`config.mk`:
```
export PLATFORM = sky130hd
export DESIGN_NAME = apb_master_mux
export DESIGN_NICKNAME = d
export VERILOG_FILES = /design/src/rtl/apb_pkg.sv /design/src/rtl/apb_addr_decode.sv /design/src/rtl/apb_master_mux.sv
export SDC_FILE = /design/constraint.sdc
export NUM_CORES = 1
export LEC_CHECK = 0
export ABC_CLOCK_PERIOD_IN_PS = 3700
export CAP_MARGIN = 10
export CORE_ASPECT_RATIO = 1.1
export CORE_MARGIN = 2
export CORE_UTILIZATION = 41
export CTS_BUF_LIST = sky130_fd_sc_hd__clkbuf_2
export DETAILED_ROUTE_END_ITERATION = 8
export GPL_TIMING_DRIVEN = 0
export HOLD_SLACK_MARGIN = 0.15
export PLACE_DENSITY = 0.87
export SYNTH_ARGS = -nofsm -noshare
export SYNTH_HDL_FRONTEND = slang
export SYNTH_SLANG_ARGS = --single-unit
export TNS_END_PERCENT = 100
```
`constraint.sdc`:
```
create_clock -name pclk -period 3.7 [get_ports pclk]
set_clock_uncertainty 0.15 [all_clocks]
set_input_delay 0.37 -clock pclk [delete_from_list [all_inputs] [get_ports pclk]]
set_output_delay 0.37 -clock pclk [all_outputs]
set_load 0.05 [all_outputs]
```
`src/rtl/apb_pkg.sv`:
```
// Shared types and helpers for the multi-slave APB master bridge.
package apb_pkg;

    typedef enum logic [1:0] {
        IDLE   = 2'd0,
        SETUP  = 2'd1,
        ACCESS = 2'd2,
        ERR    = 2'd3
    } apb_state_t;

    localparam logic [1:0] RSP_OKAY    = 2'd0;
    localparam logic [1:0] RSP_SLVERR  = 2'd1;
    localparam logic [1:0] RSP_DECERR  = 2'd2;
    localparam logic [1:0] RSP_TIMEOUT = 2'd3;

    // Width of the slave-index field; at least one bit even for a single slave.
    function automatic int unsigned idx_w(input int unsigned nslv);
        return (nslv <= 2) ? 1 : $clog2(nslv);
    endfunction

    function automatic logic is_err(input logic [1:0] code);
        return code != RSP_OKAY;
    endfunction

endpackage

```
`src/rtl/apb_addr_decode.sv`:
```
// Address decoder: slave index, one-hot select and out-of-range flag.
module apb_addr_decode
    import apb_pkg::*;
#(
    parameter int unsigned ADDR_W    = 16,
    parameter int unsigned NSLV      = 4,
    parameter int unsigned SLV_SHIFT = 12,
    localparam int unsigned IDX_W    = idx_w(NSLV)
) (
    input  logic [ADDR_W-1:0] addr,
    output logic [IDX_W-1:0]  idx,
    output logic [NSLV-1:0]   sel,
    output logic              dec_err
);

    logic unused_addr;
    assign unused_addr = ^addr;

    always_comb begin
        idx     = addr[SLV_SHIFT +: IDX_W];
        dec_err = {1'b0, idx} >= (IDX_W+1)'(NSLV);
        sel     = '0;
        for (int i = 0; i < int'(NSLV); i++) begin
            sel[i] = !dec_err && (idx == IDX_W'(i));
        end
    end

endmodule

```
`src/rtl/apb_master_mux.sv`:
```
// APB master bridge: valid/ready command port to NSLV decoded APB slaves,
// with wait states, PSLVERR, decode errors and an ACCESS timeout.
module apb_master_mux
    import apb_pkg::*;
#(
    parameter int unsigned ADDR_W    = 16,
    parameter int unsigned DATA_W    = 16,
    parameter int unsigned NSLV      = 4,
    parameter int unsigned SLV_SHIFT = 12,
    parameter int unsigned TIMEOUT   = 16
) (
    input  logic                   pclk,
    input  logic                   preset,
    input  logic                   req_valid,
    output logic                   req_ready,
    input  logic                   req_write,
    input  logic [ADDR_W-1:0]      req_addr,
    input  logic [DATA_W-1:0]      req_wdata,
    output logic                   rsp_valid,
    output logic [DATA_W-1:0]      rsp_rdata,
    output logic                   rsp_err,
    output logic [NSLV-1:0]        psel,
    output logic                   penable,
    output logic                   pwrite,
    output logic [ADDR_W-1:0]      paddr,
    output logic [DATA_W-1:0]      pwdata,
    input  logic [NSLV*DATA_W-1:0] prdata,
    input  logic [NSLV-1:0]        pready,
    input  logic [NSLV-1:0]        pslverr
);

    localparam int unsigned IDX_W = idx_w(NSLV);
    localparam int unsigned CNT_W = (TIMEOUT < 2) ? 1 : $clog2(TIMEOUT);
    localparam logic [CNT_W-1:0] CNT_LAST = CNT_W'((TIMEOUT == 0) ? 0 : TIMEOUT - 1);

    apb_state_t        state;
    logic [IDX_W-1:0]  idx_q;
    logic [IDX_W-1:0]  dec_idx;
    logic [NSLV-1:0]   dec_sel;
    logic              dec_err;
    logic [CNT_W-1:0]  cnt;
    logic [DATA_W-1:0] sel_rdata;
    logic              sel_ready;
    logic              sel_err;
    logic [1:0]        slv_code;

    apb_addr_decode #(
        .ADDR_W    (ADDR_W),
        .NSLV      (NSLV),
        .SLV_SHIFT (SLV_SHIFT)
    ) u_decode (
        .addr    (req_addr),
        .idx     (dec_idx),
        .sel     (dec_sel),
        .dec_err (dec_err)
    );

    assign req_ready = (state == IDLE) && !preset;

    // Response mux keyed on the registered index so unselected slaves are ignored.
    always_comb begin
        sel_rdata = '0;
        sel_ready = 1'b0;
        sel_err   = 1'b0;
        for (int i = 0; i < int'(NSLV); i++) begin
            if (idx_q == IDX_W'(i)) begin
                sel_rdata = prdata[i*DATA_W +: DATA_W];
                sel_ready = pready[i];
                sel_err   = pslverr[i];
            end
        end
        slv_code = sel_err ? RSP_SLVERR : RSP_OKAY;
    end

    always_ff @(posedge pclk) begin
        if (preset) begin
            state     <= IDLE;
            idx_q     <= '0;
            cnt       <= '0;
            psel      <= '0;
            penable   <= 1'b0;
            pwrite    <= 1'b0;
            paddr     <= '0;
            pwdata    <= '0;
            rsp_valid <= 1'b0;
            rsp_rdata <= '0;
            rsp_err   <= 1'b0;
        end else begin
            rsp_valid <= 1'b0;
            case (state)
                IDLE: begin
                    if (req_valid) begin
                        if (dec_err) begin
                            rsp_valid <= 1'b1;
                            rsp_err   <= is_err(RSP_DECERR);
                            rsp_rdata <= '0;
                            state     <= ERR;
                        end else begin
                            paddr  <= req_addr;
                            pwdata <= req_wdata;
                            pwrite <= req_write;
                            idx_q  <= dec_idx;
                            psel   <= dec_sel;
                            cnt    <= '0;
                            state  <= SETUP;
                        end
                    end
                end
                SETUP: begin
                    penable <= 1'b1;
                    state   <= ACCESS;
                end
                ACCESS: begin
                    if (sel_ready) begin
                        rsp_valid <= 1'b1;
                        rsp_rdata <= pwrite ? '0 : sel_rdata;
                        rsp_err   <= is_err(slv_code);
                        psel      <= '0;
                        penable   <= 1'b0;
                        cnt       <= '0;
                        state     <= IDLE;
                    end else if ((TIMEOUT != 0) && (cnt == CNT_LAST)) begin
                        rsp_valid <= 1'b1;
                        rsp_rdata <= '0;
                        rsp_err   <= is_err(RSP_TIMEOUT);
                        psel      <= '0;
                        penable   <= 1'b0;
                        cnt       <= '0;
                        state     <= IDLE;
                    end else begin
                        cnt <= cnt + CNT_W'(1);
                    end
                end
                ERR: begin
                    state <= IDLE;
                end
                default: state <= IDLE;
            endcase
        end
    end

    a_psel_onehot: assert property (@(posedge pclk) disable iff (preset) $onehot0(psel));
    a_penable_sel: assert property (@(posedge pclk) disable iff (preset) penable |-> (psel != '0));
    a_accept_idle: assert property (@(posedge pclk) disable iff (preset)
                                    (req_valid && req_ready) |-> (state == IDLE));

endmodule

```
==> impl_metrics.ini <==
[worst_setup_path]
crit_required_ns = 3.18
worst_path_most_repeated_cell = clkdlybuf4s50_1
r2r-start = paddr[12]
end_kind = output port
cp_slowest_cell = clkdlybuf4s50_1
crit_family = buffers and inverters
path_buf_inv = 3
crit_chain = clkdlybuf4s50_1 > clkbuf_1 > nor3_1 > clkdlybuf4s50_1
slowest_delay_ns = 0.86
worstSetupPathType = primary input to output port
startpoint_type = primary input
r2r-end = rsp_rdata[12]
rr_worst_depth = 6
cp_max_fo = 10
reg2reg_slack_ns = 1.58
arrival_ns = 2.21

[power]
p_int_mw = 1.142
clkPwrFrac_pct = 29.5
p_sw_mw = 0.5111
peakVddDrop_mv = 0.2785
leakagePower_nw = 1.670
power.density_nw_per_um2 = 357.9
p_sw_share_pct = 30.92
power_frac_comb_pct = 27.1
seqPwrFrac_pct = 43.4

[cts]
cts_hold_buf = 0
clock_tree.htree_level_count = 3
cts_buffers = 9
clk_latency_ns = 0.50
postCtsResizedCells = 0
clockRootBuffer = clkbuf_2
post_cts_buffers = 0
cts_tree = yes
clkTransAtPathRegs_ns = 0.20
cts.sinks = 62
cts_buffer_depth = 2

[die]
die_w_um = 81.91
die_y_um = 89.70
ioPinCount = 165
start_util_pct = 42.01
floorplan.die_area_um2 = 7347
fp.coreArea_um2 = 6516
num_rows = 31

[sta]
max_freq_mhz = 366.1
rsz0062_at_grt = no
post-route-min-period_ns = 2.731
setup_slack_ns = 0.9688
relSlewSlack_pct = 55.67
period_share_pct = 73.81
finalSetupViolations = 0
worst_pin_slew_ns = 0.6649
fin_setup_tns_ns = 0
hold_viol = 0
slew_violations = 0

[routing]
routed_wl_um = 8506
wl_per_cell_um = 15.38
drtIter0Drc = 117
antenna_left = 0
vias_per_cell = 5.076
drc_errors = 0
first_pass_iters = 5
routed-via-count = 2807

[worst_hold_path]
min_from = req_addr[7]
hp-class = primary input to register
min_to = paddr[7]
whs_path_depth = 3

[synth]
synth_seq_cells = 62
yosysSeqAreaShare_pct = 45.34
synth_edf_count = 0
synth-main-ff-cell = dfxtp_1
ys_types = 38
synth_nets = 400
syn_area_per_cell_um2 = 9.408
netlist_instances = 291
async_flop_share_pct = 0
syn_area_um2 = 2738
ys_warn_count = 0

[place]
dp_worst_setup_slack_ns = 0.9840
hpwl_um = 6555
place.gp.congestion = 0.7610
dp.cells = 537
portBuffers = 164

[finish]
diodes = 0
final_cells = 553
final_nets = 575
layout-drive-gt1-share_pct = 9.554
mostFrequentLayoutCells = clkdlybuf4s50_1 (164), nand2_1 (78), dfxtp_1 (62)
final_common_cell = clkdlybuf4s50_1
area_growth_pct = 68.69

[global_route]
grt_max_degree = 12
globalRoute.totalOverflow = 0
antenna_found_initial = 0
grt_pass1_wl_um = 13780
grt_pass1_vias = 2898
grtUsageTotal_pct = 24.19

[status]
status = finished, final reports clean

[flow_run]
drv_cap = 0
power by group through the flow:
stage                     Sequential (mW)  Combinational [mW]  Clock (mW)
final                               0.718               0.447       0.487
after global routing                0.723               0.475       0.528
after CTS                           0.718               0.449       0.493
after detailed placement            0.732               0.448           0
after floorplan                     0.834               0.136           0
after global placement              0.730               0.438           0
state kept, by name, summed over array words and instances, names as in the netlist:
signal,cells
rsp_rdata,16
penable,1
rsp_valid,1
rsp_err,1
pwdata,16
paddr,16
state,2
psel,4
pwrite,1
cnt,4
cell families (layout without fill, tap and decap cells):
kind of cell             count (synthesis)  count (layout)  share of synthesized area, %
flip-flops                              62              62                         45.34
adder cells (fa/ha/maj)                  1               1                        0.4570
multiplexers                            19              19                         16.13
AND/OR/NAND/NOR                        118             118                         18.97
buffers and inverters                   28             208                         4.844
AO/OA/AOI/OAI                           63              63                         14.26
worst max-delay path by stage:
| stage | from | end | slack [ns] | cells after the start |
|---|---|---|---|---|
| final | preset | req_ready | 0.97 | 4 |
| after global routing | preset | req_ready | 0.93 | 4 |
| after CTS | preset | req_ready | 0.98 | 4 |
| after detailed placement | preset | req_ready | 0.98 | 4 |
| after global placement | preset | req_ready | 1.00 | 4 |
| after floorplan | paddr[12] | rsp_err | 1.41 | 6 |
through the flow:
step,area (um2),hold slack [ns],util (%),power (mW)
2_1_floorplan,2738,0.3036,-,0.9703
3_3_place_gp,4482,0.2916,68.78,1.168
3_5_place_dp,4482,0.2965,68.78,1.179
4_1_cts,4618,0.2032,70.87,1.660
5_1_grt,4618,0.2130,70.87,1.726
6_report,4618,0.2233,70.87,1.653
layout make-up:
class | instances | area, um2
Buffer | 21 | 106.4
Clock buffer | 10 | 50.05
Clock inverter | 6 | 86.33
Fill cell | 484 | 1898
Inverter | 7 | 26.28
Multi-Input combinational cell | 201 | 1364
Sequential cell | 62 | 1241
Tap cell | 82 | 102.6
Timing Repair Buffer | 164 | 1642
tightest hold or removal path: stages:
cell and delay (ns):
clkdlybuf4s50_1 0.39, nand2_1 0.05, a21oi_1 0.05
cell usage after synthesis (all sizes together), types with 2 or more instances:
library cell | count | area (um2)
nor3 | 4 | 25.02
nor2 | 10 | 45.04
clkbuf | 15 | 57.55
o2bb2ai | 7 | 67.56
o21ai | 2 | 21.27
inv | 7 | 26.28
buf | 6 | 48.79
mux4 | 18 | 431.7
nand3 | 14 | 70.07
nor2b | 2 | 12.51
nand2 | 78 | 292.8
dfxtp | 62 | 1241
a21oi | 49 | 256.5
per-layer routing:
| metal | global-route usage (%) | up-vias | wire, um |
|---|---|---|---|
| met5 | 0 | - | 0 |
| met4 | 12.22 | 0 | 260 |
| met3 | 5.723 | 21 | 625 |
| met2 | 41.40 | 108 | 4430 |
| met1 | 27.28 | 1313 | 3190 |
| li1 | - | 1365 | - |
Note: power is estimated with default switching activity, not from simulation.
